File: config.mk
export PLATFORM = sky130hd
export DESIGN_NAME = exu_trap_seq_flat
export DESIGN_NICKNAME = d
export VERILOG_FILES = /design/src/rtl/trap_pkg.sv /design/src/rtl/exu_trap_seq_if.sv /design/src/rtl/trap_prio.sv /design/src/rtl/exu_trap_seq.sv /design/src/flat_wrapper.sv
export SDC_FILE = /design/constraint.sdc
export NUM_CORES = 1
export LEC_CHECK = 0
export CAP_MARGIN = 20
export CORE_MARGIN = 4
export CORE_UTILIZATION = 53
export DETAILED_ROUTE_END_ITERATION = 16
export PLACE_DENSITY_LB_ADDON = 0.3
export SYNTH_ARGS = -nofsm -noshare
export SYNTH_HDL_FRONTEND = slang
export SYNTH_SLANG_ARGS = --single-unit
File: constraint.sdc
create_clock -name clk -period 3.45 [get_ports clk]
set_clock_uncertainty 0.1 [all_clocks]
set_input_delay 0.8625 -clock clk [delete_from_list [all_inputs] [get_ports clk]]
set_output_delay 0.8625 -clock clk [all_outputs]
set_load 0.02 [all_outputs]
File: src/rtl/trap_pkg.sv
// Shared constants and types for the machine-mode trap sequencer (exu_trap_seq).
package trap_pkg;

    localparam logic [11:0] CSR_MSTATUS  = 12'h300;
    localparam logic [11:0] CSR_MIE      = 12'h304;
    localparam logic [11:0] CSR_MTVEC    = 12'h305;
    localparam logic [11:0] CSR_MSCRATCH = 12'h340;
    localparam logic [11:0] CSR_MEPC     = 12'h341;
    localparam logic [11:0] CSR_MCAUSE   = 12'h342;
    localparam logic [11:0] CSR_MTVAL    = 12'h343;
    localparam logic [11:0] CSR_MIP      = 12'h344;

    localparam logic [31:0] CAUSE_ILG   = 32'd2;
    localparam logic [31:0] CAUSE_BRK   = 32'd3;
    localparam logic [31:0] CAUSE_ECALL = 32'd11;
    localparam logic [31:0] CAUSE_MSI   = 32'd3;
    localparam logic [31:0] CAUSE_MTI   = 32'd7;
    localparam logic [31:0] CAUSE_MEI   = 32'd11;
    localparam logic [31:0] CAUSE_IRQ   = 32'h8000_0000;

    localparam int IRQ_SW_BIT  = 3;
    localparam int IRQ_TMR_BIT = 7;
    localparam int IRQ_EXT_BIT = 11;

    typedef enum logic [1:0] {
        IDLE    = 2'd0,
        SAVE    = 2'd1,
        RESTORE = 2'd2,
        REDIR   = 2'd3
    } state_t;

endpackage

File: src/rtl/exu_trap_seq_if.sv
// EX boundary beat and IFU flush/redirect handshake of the trap sequencer.
interface exu_trap_seq_if #(
    parameter int PC_W = 32
);
    logic            hs_ex4tc_vld;
    logic            hs_ex4tc_rdy;
    logic [PC_W-1:0] pc;
    logic [31:0]     instr;
    logic            ecall;
    logic            ebreak;
    logic            ilg;
    logic            mret;
    logic            flush;
    logic [PC_W-1:0] redir_pc;
    logic            hs_tc4if_rdy;

    modport master (
        output hs_ex4tc_vld, pc, instr, ecall, ebreak, ilg, mret, hs_tc4if_rdy,
        input  hs_ex4tc_rdy, flush, redir_pc
    );

    modport slave (
        input  hs_ex4tc_vld, pc, instr, ecall, ebreak, ilg, mret, hs_tc4if_rdy,
        output hs_ex4tc_rdy, flush, redir_pc
    );
endinterface

File: src/rtl/trap_prio.sv
// Boundary priority encoder: enabled interrupts first (EXT > SW > TMR), then ilg > ecall > ebreak, then mret.
module trap_prio
    import trap_pkg::*;
(
    input  logic        i_ilg,
    input  logic        i_ecall,
    input  logic        i_ebreak,
    input  logic        i_mret,
    input  logic        i_irq_ext,
    input  logic        i_irq_sw,
    input  logic        i_irq_tmr,
    input  logic        i_mie_ext,
    input  logic        i_mie_sw,
    input  logic        i_mie_tmr,
    input  logic        i_mstatus_mie,
    output logic        o_take,
    output logic        o_is_irq,
    output logic        o_is_mret,
    output logic [31:0] o_cause
);
    logic w_ext;
    logic w_sw;
    logic w_tmr;
    logic w_irq;

    assign w_ext = i_irq_ext & i_mie_ext;
    assign w_sw  = i_irq_sw  & i_mie_sw;
    assign w_tmr = i_irq_tmr & i_mie_tmr;
    assign w_irq = i_mstatus_mie & (w_ext | w_sw | w_tmr);

    always_comb begin
        o_take    = 1'b0;
        o_is_irq  = 1'b0;
        o_is_mret = 1'b0;
        o_cause   = '0;
        if (w_irq) begin
            o_take   = 1'b1;
            o_is_irq = 1'b1;
            if (w_ext)     o_cause = CAUSE_IRQ | CAUSE_MEI;
            else if (w_sw) o_cause = CAUSE_IRQ | CAUSE_MSI;
            else           o_cause = CAUSE_IRQ | CAUSE_MTI;
        end else if (i_ilg) begin
            o_take  = 1'b1;
            o_cause = CAUSE_ILG;
        end else if (i_ecall) begin
            o_take  = 1'b1;
            o_cause = CAUSE_ECALL;
        end else if (i_ebreak) begin
            o_take  = 1'b1;
            o_cause = CAUSE_BRK;
        end else if (i_mret) begin
            o_is_mret = 1'b1;
        end
    end
endmodule

File: src/rtl/exu_trap_seq.sv
// Machine-mode trap sequencer: takes traps/mret at the EX boundary, updates trap CSRs, redirects the IFU.
// Optional mtval register is built when TRAP_MTVAL_EN is defined.
module exu_trap_seq
    import trap_pkg::*;
#(
    parameter logic [31:0] MTVEC_RST = 32'h0000_0000,
    parameter int          PC_W      = 32
) (
    input  logic                 clk,
    input  logic                 rst_n,
    exu_trap_seq_if.slave        bus,
    input  logic                 i_irq_ext,
    input  logic                 i_irq_sw,
    input  logic                 i_irq_tmr,
    input  logic                 i_csr_we,
    input  logic [11:0]          i_csr_addr,
    input  logic [31:0]          i_csr_wdata,
    output logic [31:0]          o_csr_rdata,
    output logic                 o_busy
);
    // state   | meaning
    // IDLE    | accepting boundary beats and CSR writes
    // SAVE    | writing mepc/mcause/mstatus (and mtval) for a trap
    // RESTORE | restoring mstatus.MIE for mret
    // REDIR   | flush + redirect held until the IFU accepts

    state_t          r_state;
    state_t          w_state_nxt;
    logic [PC_W-1:0] r_pc;
    logic [31:0]     r_cause;
    logic            r_is_irq;
    logic            r_mstatus_mie;
    logic            r_mstatus_mpie;
    logic            r_mie_ext;
    logic            r_mie_sw;
    logic            r_mie_tmr;
    logic [PC_W-1:0] r_mepc;
    logic [31:0]     r_mcause;
    logic [31:0]     r_mscratch;
    logic [PC_W-1:0] r_mtvec;
    logic [PC_W-1:0] r_redir_pc;
    logic [31:0]     w_mtval;

    logic            w_accept;
    logic            w_csr_wr;
    logic            w_take;
    logic            w_is_irq;
    logic            w_is_mret;
    logic [31:0]     w_cause;
    logic [PC_W-1:0] w_trap_tgt;

    assign w_accept = bus.hs_ex4tc_vld & (r_state == IDLE);
    assign w_csr_wr = i_csr_we & (r_state == IDLE);

    trap_prio u_prio (
        .i_ilg         (bus.ilg),
        .i_ecall       (bus.ecall),
        .i_ebreak      (bus.ebreak),
        .i_mret        (bus.mret),
        .i_irq_ext     (i_irq_ext),
        .i_irq_sw      (i_irq_sw),
        .i_irq_tmr     (i_irq_tmr),
        .i_mie_ext     (r_mie_ext),
        .i_mie_sw      (r_mie_sw),
        .i_mie_tmr     (r_mie_tmr),
        .i_mstatus_mie (r_mstatus_mie),
        .o_take        (w_take),
        .o_is_irq      (w_is_irq),
        .o_is_mret     (w_is_mret),
        .o_cause       (w_cause)
    );

    // Vectored mode only offsets interrupts; exceptions always land on the base.
    assign w_trap_tgt = {r_mtvec[PC_W-1:2], 2'b00}
                      + ((r_mtvec[1:0] == 2'b01 && r_is_irq) ? PC_W'({r_cause[4:0], 2'b00}) : '0);

    always_ff @(posedge clk) begin
        if (!rst_n) r_state <= IDLE;
        else        r_state <= w_state_nxt;
    end

    always_comb begin
        w_state_nxt = r_state;
        case (r_state)
            IDLE: begin
                if (w_accept && w_take)         w_state_nxt = SAVE;
                else if (w_accept && w_is_mret) w_state_nxt = RESTORE;
            end
            SAVE:    w_state_nxt = REDIR;
            RESTORE: w_state_nxt = REDIR;
            REDIR:   if (bus.hs_tc4if_rdy) w_state_nxt = IDLE;
            default: w_state_nxt = IDLE;
        endcase
    end

    always_ff @(posedge clk) begin
        if (!rst_n) begin
            r_pc           <= '0;
            r_cause        <= '0;
            r_is_irq       <= 1'b0;
            r_mstatus_mie  <= 1'b0;
            r_mstatus_mpie <= 1'b0;
            r_mie_ext      <= 1'b0;
            r_mie_sw       <= 1'b0;
            r_mie_tmr      <= 1'b0;
            r_mepc         <= '0;
            r_mcause       <= '0;
            r_mscratch     <= '0;
            r_mtvec        <= PC_W'(MTVEC_RST);
            r_redir_pc     <= '0;
        end else begin
            if (w_accept && w_take) begin
                r_pc     <= bus.pc;
                r_cause  <= w_cause;
                r_is_irq <= w_is_irq;
            end
            case (r_state)
                IDLE: begin
                    if (w_csr_wr) begin
                        case (i_csr_addr)
                            CSR_MSTATUS: begin
                                r_mstatus_mie  <= i_csr_wdata[3];
                                r_mstatus_mpie <= i_csr_wdata[7];
                            end
                            CSR_MIE: begin
                                r_mie_sw  <= i_csr_wdata[IRQ_SW_BIT];
                                r_mie_tmr <= i_csr_wdata[IRQ_TMR_BIT];
                                r_mie_ext <= i_csr_wdata[IRQ_EXT_BIT];
                            end
                            CSR_MTVEC:    r_mtvec <= PC_W'({i_csr_wdata[31:2],
                                                            (i_csr_wdata[1] ? 2'b00 : i_csr_wdata[1:0])});
                            CSR_MSCRATCH: r_mscratch <= i_csr_wdata;
                            CSR_MEPC:     r_mepc <= PC_W'({i_csr_wdata[31:2], 2'b00});
                            CSR_MCAUSE:   r_mcause <= i_csr_wdata;
                            default: ;
                        endcase
                    end
                end
                SAVE: begin
                    r_mepc         <= {r_pc[PC_W-1:2], 2'b00};
                    r_mcause       <= r_cause;
                    r_mstatus_mpie <= r_mstatus_mie;
                    r_mstatus_mie  <= 1'b0;
                    r_redir_pc     <= w_trap_tgt;
                end
                RESTORE: begin
                    r_mstatus_mie  <= r_mstatus_mpie;
                    r_mstatus_mpie <= 1'b1;
                    r_redir_pc     <= r_mepc;
                end
                default: ;
            endcase
        end
    end

`ifdef TRAP_MTVAL_EN
    logic [31:0] r_instr;
    logic [31:0] r_mtval;

    always_ff @(posedge clk) begin
        if (!rst_n) begin
            r_instr <= '0;
            r_mtval <= '0;
        end else begin
            if (w_accept && w_take) r_instr <= bus.instr;
            if (r_state == SAVE) begin
                if (!r_is_irq && r_cause == CAUSE_ILG)      r_mtval <= r_instr;
                else if (!r_is_irq && r_cause == CAUSE_BRK) r_mtval <= 32'(r_pc);
                else                                        r_mtval <= '0;
            end else if (w_csr_wr && i_csr_addr == CSR_MTVAL) begin
                r_mtval <= i_csr_wdata;
            end
        end
    end

    assign w_mtval = r_mtval;
`else
    logic w_unused_instr;
    assign w_unused_instr = ^bus.instr;
    assign w_mtval        = '0;
`endif

    always_comb begin
        o_csr_rdata = '0;
        case (i_csr_addr)
            CSR_MSTATUS:  o_csr_rdata = {19'd0, 2'b11, 3'd0, r_mstatus_mpie, 3'd0, r_mstatus_mie, 3'd0};
            CSR_MIE:      o_csr_rdata = {20'd0, r_mie_ext, 3'd0, r_mie_tmr, 3'd0, r_mie_sw, 3'd0};
            CSR_MTVEC:    o_csr_rdata = 32'(r_mtvec);
            CSR_MSCRATCH: o_csr_rdata = r_mscratch;
            CSR_MEPC:     o_csr_rdata = 32'(r_mepc);
            CSR_MCAUSE:   o_csr_rdata = r_mcause;
            CSR_MTVAL:    o_csr_rdata = w_mtval;
            CSR_MIP:      o_csr_rdata = {20'd0, i_irq_ext, 3'd0, i_irq_tmr, 3'd0, i_irq_sw, 3'd0};
            default:      o_csr_rdata = '0;
        endcase
    end

    assign bus.hs_ex4tc_rdy = (r_state == IDLE);
    assign bus.flush        = (r_state == REDIR);
    assign bus.redir_pc     = r_redir_pc;
    assign o_busy           = (r_state != IDLE);

endmodule

File: src/flat_wrapper.sv
// flat-port wrapper written by rule: the top's interface ports become plain ports
module exu_trap_seq_flat import trap_pkg::*;
#(
    parameter logic [31:0] MTVEC_RST = 32'h0000_0000,
    parameter int          PC_W      = 32
)
  (clk, rst_n, i_irq_ext, i_irq_sw, i_irq_tmr, i_csr_we, i_csr_addr, i_csr_wdata, o_csr_rdata, o_busy, bus_hs_ex4tc_vld, bus_pc, bus_instr, bus_ecall, bus_ebreak, bus_ilg, bus_mret, bus_hs_tc4if_rdy, bus_hs_ex4tc_rdy, bus_flush, bus_redir_pc);
  exu_trap_seq_if #(.PC_W(PC_W)) bus_i ();
  input  logic clk;
  input  logic rst_n;
  input  logic i_irq_ext;
  input  logic i_irq_sw;
  input  logic i_irq_tmr;
  input  logic i_csr_we;
  input  logic [11:0] i_csr_addr;
  input  logic [31:0] i_csr_wdata;
  output logic [31:0] o_csr_rdata;
  output logic o_busy;
  input wire logic [$bits(bus_i.hs_ex4tc_vld)-1:0] bus_hs_ex4tc_vld;
  input wire logic [$bits(bus_i.pc)-1:0] bus_pc;
  input wire logic [$bits(bus_i.instr)-1:0] bus_instr;
  input wire logic [$bits(bus_i.ecall)-1:0] bus_ecall;
  input wire logic [$bits(bus_i.ebreak)-1:0] bus_ebreak;
  input wire logic [$bits(bus_i.ilg)-1:0] bus_ilg;
  input wire logic [$bits(bus_i.mret)-1:0] bus_mret;
  input wire logic [$bits(bus_i.hs_tc4if_rdy)-1:0] bus_hs_tc4if_rdy;
  output wire logic [$bits(bus_i.hs_ex4tc_rdy)-1:0] bus_hs_ex4tc_rdy;
  output wire logic [$bits(bus_i.flush)-1:0] bus_flush;
  output wire logic [$bits(bus_i.redir_pc)-1:0] bus_redir_pc;
  assign bus_i.hs_ex4tc_vld = bus_hs_ex4tc_vld;
  assign bus_i.pc = bus_pc;
  assign bus_i.instr = bus_instr;
  assign bus_i.ecall = bus_ecall;
  assign bus_i.ebreak = bus_ebreak;
  assign bus_i.ilg = bus_ilg;
  assign bus_i.mret = bus_mret;
  assign bus_i.hs_tc4if_rdy = bus_hs_tc4if_rdy;
  assign bus_hs_ex4tc_rdy = bus_i.hs_ex4tc_rdy;
  assign bus_flush = bus_i.flush;
  assign bus_redir_pc = bus_i.redir_pc;
  exu_trap_seq #(.MTVEC_RST(MTVEC_RST), .PC_W(PC_W)) u_core (.clk(clk), .rst_n(rst_n), .bus(bus_i), .i_irq_ext(i_irq_ext), .i_irq_sw(i_irq_sw), .i_irq_tmr(i_irq_tmr), .i_csr_we(i_csr_we), .i_csr_addr(i_csr_addr), .i_csr_wdata(i_csr_wdata), .o_csr_rdata(o_csr_rdata), .o_busy(o_busy));
endmodule
==> impl_metrics.toml <==
[global_route]
grt_pass1_vias = 10100
antenna_found_initial = 0
grt_pass1_wl_mm = 53.5
grt_max_degree = 72
gr-total-overflow = 0
grt_usage_pct = 30.4

[timing]
period_needed_ps = 3430
drv_slew = 0
rsz0062_at_grt = "no"
fmaxAchievable_mhz = 292
slew_headroom_pct = 48.7
worstMarginPinSlew_ps = 769
setup_viol_count_final = 0
finalCritPeriodShare_pct = 99.3
hold_violations = 0

[cts]
cts_root_buf = "clkbuf_16"
clock_path_buffers = 2
htree_levels = 4
cts_tree = "built"
clk_latency_ps = 440
clock_sink_count = 197
cts-buffers-inserted = 17
clkTransAtPathRegs_ps = 70

[yosys]
synth_flop_cell = "dfxtp_1"
synth_xor_area_share_pct = 0.170
synth-compound-area-share_pct = 18.9
syn_inst = 1226
synth-seq-cells = 197
synth-async-reset-ratio_pct = 0
synth_fa_ha_area_share_pct = 1.16
synth_edf_count = 0
synth.cell_area_mm2 = 0.0103
synth_top_family_by_area = "simple AND/OR/NAND/NOR gates"
yosysWarningCount = 0
synthMuxAreaShare_pct = 13.6
synth_area_per_cell_um2 = 8.42
synth_seq_area_share_pct = 38.2
ys_types = 75
synthSimpleGateAreaFrac_pct = 22.3

[floorplanning]
ios = 187
dieArea_mm2 = 0.0218
die_x_um = 148
core_area_mm2 = 0.0190
fp-row-count = 50
initial_core_util_pct = 54.5
die_y_um = 148

[cells_and_area]
fin_nets = 1490
antennaDiodeCount = 0
final_cell_mix = "209 x nand2_1, 197 x dfxtp_1, 115 x nand3_1"
seq_area_mm2 = 0.00394
multi_input_area_mm2 = 0.00593
final_area_mm2 = 0.0131
drive_above_1_share_pct = 15.4
fillCellCount = 1512
layoutNonFillerInstCount = 1633
final_common_cell = "nand2_1"
syn2layout_area_growth_pct = 26.9

[placement]
gp_congestion = 0.919
port_buffers = 150
hpwl_mm = 22.1
placed_area_mm2 = 0.0123
dp.cells = 1589

[drt]
drt_iter0_drc = 1234
wl_per_cell_um = 21.4
vias_per_cell = 6.46
wl_mm = 34.9
dr.pass1.iters = 6
drc = 0
detail-route-antenna-nets = 0
num_vias = 10600

[worst_setup_path]
slowest_delay_ps = 440
path_class = "input pin to output port"
cpLargestDelayFamily = "simple AND/OR/NAND/NOR gates"
worstSetupStartpointType = "input pin"
worst_ep_arrival_time_ps = 2460
cp_num_buf_inv = 3
critPathMaxFanout = 16
crit_slowest_cell = "or3_4"
endpoint_kind = "output port"
crit_chain = "dlygate4sd2_1 -> nand4bb_4 -> or3_4 -> buf_12 -> a21oi_2 -> a221o_1 -> buf_6"
critical_path_required_ps = 2490

[job]
drv_cap = 0

[pwr]
power_density_mw_per_mm2 = 509
ir_drop_v = 0.000498
p_leak_nw = 4.85

[status]
status = "completed"

[min_path]
hold_path_class = "flop to flop"
==> synth_stat cells (all sizes together), types with 3 or more instances <==
| cell type | instances | area, um2 |
|---|---|---|
| a21oi | 69 | 345 |
| nor4b | 3 | 41.3 |
| nand2 | 209 | 785 |
| and2 | 7 | 43.8 |
| nor2 | 28 | 108 |
| a22oi | 3 | 22.5 |
| inv | 20 | 75.1 |
| nand3b | 10 | 75.1 |
| o311ai | 7 | 61.3 |
| nor3b | 5 | 42.5 |
| a311o | 4 | 40.0 |
| o21ai | 44 | 220 |
| mux2i | 108 | 1080 |
| mux2 | 29 | 327 |
| nand3 | 115 | 576 |
| nor4 | 6 | 43.8 |
| a31oi | 20 | 131 |
| nor3 | 10 | 70.1 |
| o211ai | 21 | 158 |
| nor2b | 19 | 119 |
| and3 | 12 | 75.1 |
| clkbuf | 71 | 267 |
| buf | 43 | 230 |
| or4 | 4 | 30.0 |
| nand2b | 11 | 68.8 |
| a311oi | 6 | 70.1 |
| ha | 8 | 100 |
| a22o | 30 | 263 |
| a211oi | 6 | 45.0 |
| o21a | 3 | 22.5 |
| or3 | 5 | 31.3 |
| a221o | 27 | 270 |
| a32oi | 5 | 43.8 |
| o22ai | 3 | 18.8 |
| dfxtp | 197 | 3940 |
| o221ai | 5 | 43.8 |
| nand4 | 17 | 113 |
==> power by group <==
| part | switching [mW] | internal [mW] |
|---|---|---|
| registers | 0.131 | 2.44 |
| clock network | 0.931 | 1.09 |
| logic | 1.31 | 0.768 |
==> flip-flops by register name (all words and copies together) (netlist names), 2 cells and up <==
register             cells
u_core.r_mscratch       32
u_core.r_cause           4
u_core.r_mcause         32
u_core.r_pc             30
u_core.bus.redir_pc     30
u_core.r_mtvec          31
u_core.r_state           2
u_core.r_mepc           30
==> final timing paths <==
path,startpoint,to,slack (ps),cells past startpoint
worst min register to register,u_core.r_mscratch[5]$_SDFFE_PN0P_,u_core.r_mscratch[5]$_SDFFE_PN0P_,360,2
worst min-delay path,u_core.r_mscratch[5]$_SDFFE_PN0P_,u_core.r_mscratch[5]$_SDFFE_PN0P_,360,2
worst max-delay path,i_csr_addr[3],o_csr_rdata[31],20,7
worst max register to register,u_core.r_mtvec[0]$_SDFFE_PN0P_,u_core.bus.redir_pc[8]$_SDFFE_PN0P_,790,7
==> cells by family after synthesis <==
group | after synthesis
compound gates | 275
xor+xnor | 2
fa+ha+maj | 9
buf+inv | 134
flops | 197
mux | 137
other cells | 1
simple gates | 471
==> routing by layer <==
metal / vias to the layer above / GRT usage, % / share of wire (%)
li1: 4733 / - / -
met1: 5017 / 40.7 / 40
met2: 696 / 48.5 / 46
met3: 104 / 6.07 / 11
met4: 0 / 11.7 / 3.1
met5: - / 0 / 0
==> worst reg2reg max path: stages, from the launching register on <==
cell,delay (ps)
dfxtp_1,350
and3_1,220
ha_1,230
fa_1,410
nand3_1,240
nand2_1,360
a311oi_1,470
o31ai_1,150
==> what timing repair did <==
item | in CTS | in global routing
pin swaps | 12 | 12
setup buffers | 6 | 1
resized for setup | 186 | 32
gates cloned | 4 | 3
hold buffers | 0 | 0
setup endpoints to repair | 32 | 32
==> cell type report <==
cell class | instances | area share, %
Multi-Input combinational cell | 896 | 45.3
Sequential cell | 197 | 30.1
Tap cell | 260 | 2.48
Clock buffer | 18 | 3.35
Inverter | 20 | 0.573
Clock inverter | 13 | 1.13
Timing Repair Buffer | 229 | 17.1
==> through the flow <==
step | setup slack, ps | hold WS, ps | power (mW) | utilization, % | TNS [ps]
6_report | 22.6 | 364 | 6.67 | 69.1 | 0
5_1_grt | 1.55 | 370 | 6.93 | 69.1 | 0
4_1_cts | 2.08 | 363 | 6.63 | 68.8 | 0
3_5_place_dp | -685 | 348 | 4.63 | 64.9 | -20830
3_3_place_gp | -686 | 342 | 4.59 | 64.9 | -19630
2_1_floorplan | 229 | 334 | 3.93 | - | 0
(Power assumes the default switching activity.)
